[src/rtl/position_pd_control.sv]
// PD position-loop controller: registered position error and its one-clock history feed
// a Kp/Kd correction that is scaled, clamped to +/-PWM_MAX and registered as the PWM command.
module position_pd_control #(
  parameter int PWM_MAX   = 7200,
  parameter int OUT_SHIFT = 0
) (
  input  logic        clk,
  input  logic        rst,
  input  logic [15:0] Sensor,
  input  logic [15:0] positon_target,
  input  logic [15:0] posi_kp,
  input  logic [15:0] posi_kd,
  output logic [15:0] Position_pwm
);

  // 40 bits covers the worst case |p + d| < 2^35 with margin.
  localparam int AW = 40;
  localparam logic signed [AW-1:0] SAT_HI = AW'(PWM_MAX);
  localparam logic signed [AW-1:0] SAT_LO = -SAT_HI;

  logic signed [16:0]   err_now;
  logic signed [16:0]   err_r;
  logic signed [16:0]   err_prev;
  logic signed [17:0]   err_diff;
  logic signed [16:0]   kp_s;
  logic signed [16:0]   kd_s;
  logic signed [AW-1:0] p_term;
  logic signed [AW-1:0] d_term;
  logic signed [AW-1:0] pd_sum;
  logic signed [AW-1:0] pd_scaled;
  logic [15:0]          pwm_next;

  always_comb begin
    err_now   = $signed({1'b0, Sensor}) - $signed({1'b0, positon_target});
    err_diff  = $signed({err_r[16], err_r}) - $signed({err_prev[16], err_prev});
    kp_s      = $signed({1'b0, posi_kp});
    kd_s      = $signed({1'b0, posi_kd});
    p_term    = AW'(err_r) * AW'(kp_s);
    d_term    = AW'(err_diff) * AW'(kd_s);
    pd_sum    = p_term + d_term;
    pd_scaled = pd_sum >>> OUT_SHIFT;
  end

  // Clamp against the full-width value so no wrapped result can slip through.
  always_comb begin
    pwm_next = pd_scaled[15:0];
    if (pd_scaled > SAT_HI) begin
      pwm_next = SAT_HI[15:0];
    end else if (pd_scaled < SAT_LO) begin
      pwm_next = SAT_LO[15:0];
    end
  end

  always_ff @(posedge clk) begin
    if (rst) begin
      err_r        <= '0;
      err_prev     <= '0;
      Position_pwm <= '0;
    end else begin
      err_r        <= err_now;
      err_prev     <= err_r;
      Position_pwm <= pwm_next;
    end
  end

endmodule

[config.mk]
export PLATFORM = sky130hd
export DESIGN_NAME = position_pd_control
export DESIGN_NICKNAME = d
export VERILOG_FILES = /design/src/rtl/position_pd_control.sv
export SDC_FILE = /design/constraint.sdc
export NUM_CORES = 2
export LEC_CHECK = 0
export CAP_MARGIN = 20
export CORE_MARGIN = 4
export CORE_UTILIZATION = 30
export DETAILED_ROUTE_END_ITERATION = 8
export DONT_BUFFER_PORTS = 1
export GPL_TIMING_DRIVEN = 0
export PLACE_DENSITY_LB_ADDON = 0.08
export SETUP_SLACK_MARGIN = 0.1
export SYNTH_ARGS = -nofsm -noshare
export SYNTH_HDL_FRONTEND = slang
export SYNTH_SLANG_ARGS = --single-unit
[constraint.sdc]
create_clock -name clk -period 23.2 [get_ports clk]
set_input_delay 4.64 -clock clk [delete_from_list [all_inputs] [get_ports clk]]
set_output_delay 4.64 -clock clk [all_outputs]
set_load 0.02 [all_outputs]
==> results.toml <==
[sta]
slew_viol_final = 0
fin_crit_sh_pct = 60.8
period_needed_ns = 14.10
tightest_slew_ns = 0.967
hold_viol_final = 0
rsz0062_at_grt = "false"
setup_viol = 0
max_freq_ghz = 0.0709
fin_skew_ns = 0.00962
fin_setup_tns_ns = 0
relSlewSlack_pct = 35.1
holdWs_ns = 0.741

[die]
io_pins = 82
start_util_pct = 30.3
rows = 107
die_area_um2 = 91200
die_y_um = 302
die_x_um = 302
core_area_um2 = 85400

[worst_setup_path]
crit_slowest_cell = "fa_1"
cp.depth = 28
critPathBufInv = 8
crit_path_frequent_cell = "fa_1"
cp-end-kind = "flip-flop"
reg2reg_setup_slack_ns = 9.59
crit_path_start_kind = "input port"
critical_path_class = "in -> reg"
cp_slowest_stage_delay_ns = 0.91
crit_path_max_fanout = 11
r2r-start = "err_r[0]"
ff2ff_path_depth = 39
critPathArrivalTime_ns = 14.34
rr_endpoint = "Position_pwm[4]"
critical-path-top-delay-family = "adder cells"
crit_required_ns = 23.44

[clock_tree]
post_cts_buffers = 0
cts_resized = 0
cts_sinks = 50
path_clk_slew_ns = 0.08
cts_inserted_buffers = 5
cts_buffer_depth = 2
cts_tree = "yes"
clkLatencyLatePin_ns = 0.32
cts_root_buf = "clkbuf_16"
htreeDepth = 2
ctsHoldBuffers = 0

[drt]
routed_wl_mm = 83.2
drtAntennaViolNets = 0
routed_via_density = 4.62
first_pass_iters = 5
drtIter0Drc = 937
via_count = 18738
routedWlPerCell_um = 20.5
drc_errors = 0

[global_route]
grt_pass1_wl_mm = 131
track_usage_pct = 19.1
first_global_vias = 20712
grt_max_degree = 19
antenna_found_initial = 3
gr-total-overflow = 0

[logic_synthesis]
netlist_instances = 2902
synth-async-reset-ratio_pct = 0
synthFlopType = "dfxtp_1"
ys_seq_elements = 50
yosysSeqAreaShare_pct = 3.86
synthesis.area_um2 = 25900
synth-edff-count = 0
syn_nets = 3795
postSynthAreaPerCell_um2 = 8.93
synthDistinctLibCells = 76
ys_warn_count = 0

[min_path]
hold-path-cell-count = 1
hold_path_end = "err_prev[3]"
hold_path.class = "reg -> reg"
min_from = "err_r[3]"

[cells_and_area]
antennaDiodeCount = 0
area_delta_synth_final_pct = 6.14
drive_gt1_share_pct = 1.30
mostFrequentLayoutCells = "inv_1 (775), fa_1 (636), nand2_1 (348)"
mostFrequentLayoutCell = "inv_1"
nets = 3804

[run_status]
outcome = "finished, final reports clean"

[placed_design]
gp_congestion = 0.862
place_hpwl_mm = 75.7
portBuffers = 0

[run]
cap_violations = 0
layout make-up:
| class | count | area (um2) |
|---|---|---|
| fillers | 9091 | 57900 |
| repair buffers | 2 | 10.0 |
| clock buffers | 5 | 125 |
| inverters | 775 | 2910 |
| flip-flops and latches | 50 | 1000 |
| clock inverters | 3 | 26.3 |
| multi-input cells | 1970 | 21600 |
| well taps | 1144 | 1430 |
| plain buffers | 107 | 413 |
worst max path at each step:
stage | from | end | slack [ns]
floorplan | posi_kd[2] | Position_pwm[0] | 10.65
global placement | posi_kd[2] | Position_pwm[4] | 8.66
detailed placement | posi_kd[2] | Position_pwm[4] | 8.59
CTS | posi_kd[2] | Position_pwm[4] | 8.92
global route | posi_kd[2] | Position_pwm[0] | 8.45
finish | posi_kd[2] | Position_pwm[4] | 9.10
layer usage:
metal	wire length (um)	track usage [%]	part of all wire (%)
met1	40300	28.0	48
met2	39200	31.8	47
met3	2490	1.40	3.0
met4	1170	2.51	1.4
met5	13	0	0.016
per-stage QoR:
stage	instance area [um2]	std cells	util, %	worst slack [ns]
final	27500	4056	32.2	9.10
after global routing	27500	4056	32.2	8.45
after CTS	27500	4056	32.2	8.92
after detailed placement	27400	4048	32.0	8.59
after global placement	27400	4046	32.0	8.66
after floorplan	25900	2902	-	10.65
state kept, by name, summed over array words and instances, names as in the netlist:
signal / count
err_prev: 17
err_r: 17
Position_pwm: 16
cell families (layout without fill, tap and decap cells):
family          Yosys count  in the layout  synth area share (%)
buf+inv                 882            892                  12.8
simple gates            842            842                  16.2
fa+ha+maj               827            827                  58.3
compound gates          245            245                  6.84
xor+xnor                 53             53                  1.79
flops                    50             50                  3.86
mux                       3              3                 0.116
synthesized netlist by cell type, drive strengths merged (13+ instances only):
| cell type | number | area (um2) |
|---|---|---|
| inv | 775 | 2910 |
| nand2b | 18 | 113 |
| a21o | 18 | 135 |
| nand4 | 15 | 93.8 |
| o21ai | 39 | 199 |
| nor2 | 65 | 244 |
| nor2b | 52 | 325 |
| ha | 191 | 2390 |
| nand2 | 348 | 1310 |
| a211oi | 22 | 190 |
| dfxtp | 50 | 1000 |
| nand3 | 27 | 135 |
| a21oi | 49 | 245 |
| o211ai | 13 | 103 |
| and3 | 21 | 131 |
| and2 | 230 | 1440 |
| xnor2 | 42 | 368 |
| nor3 | 32 | 160 |
| fa | 636 | 12700 |
| clkbuf | 101 | 379 |
worst reg2reg max path, delay by kind of cell (launching register included):
family	cells	cell delay, ns
AO/OA/AOI/OAI	12	2.88
XOR/XNOR	2	1.40
adder cells (fa/ha/maj)	11	5.36
buffers and inverters	9	2.22
flip-flops	1	0.61
AND/OR/NAND/NOR	5	1.01
Power is not shown: default switching activity piles up to over one toggle a cycle in this logic, so the estimate is an artifact.
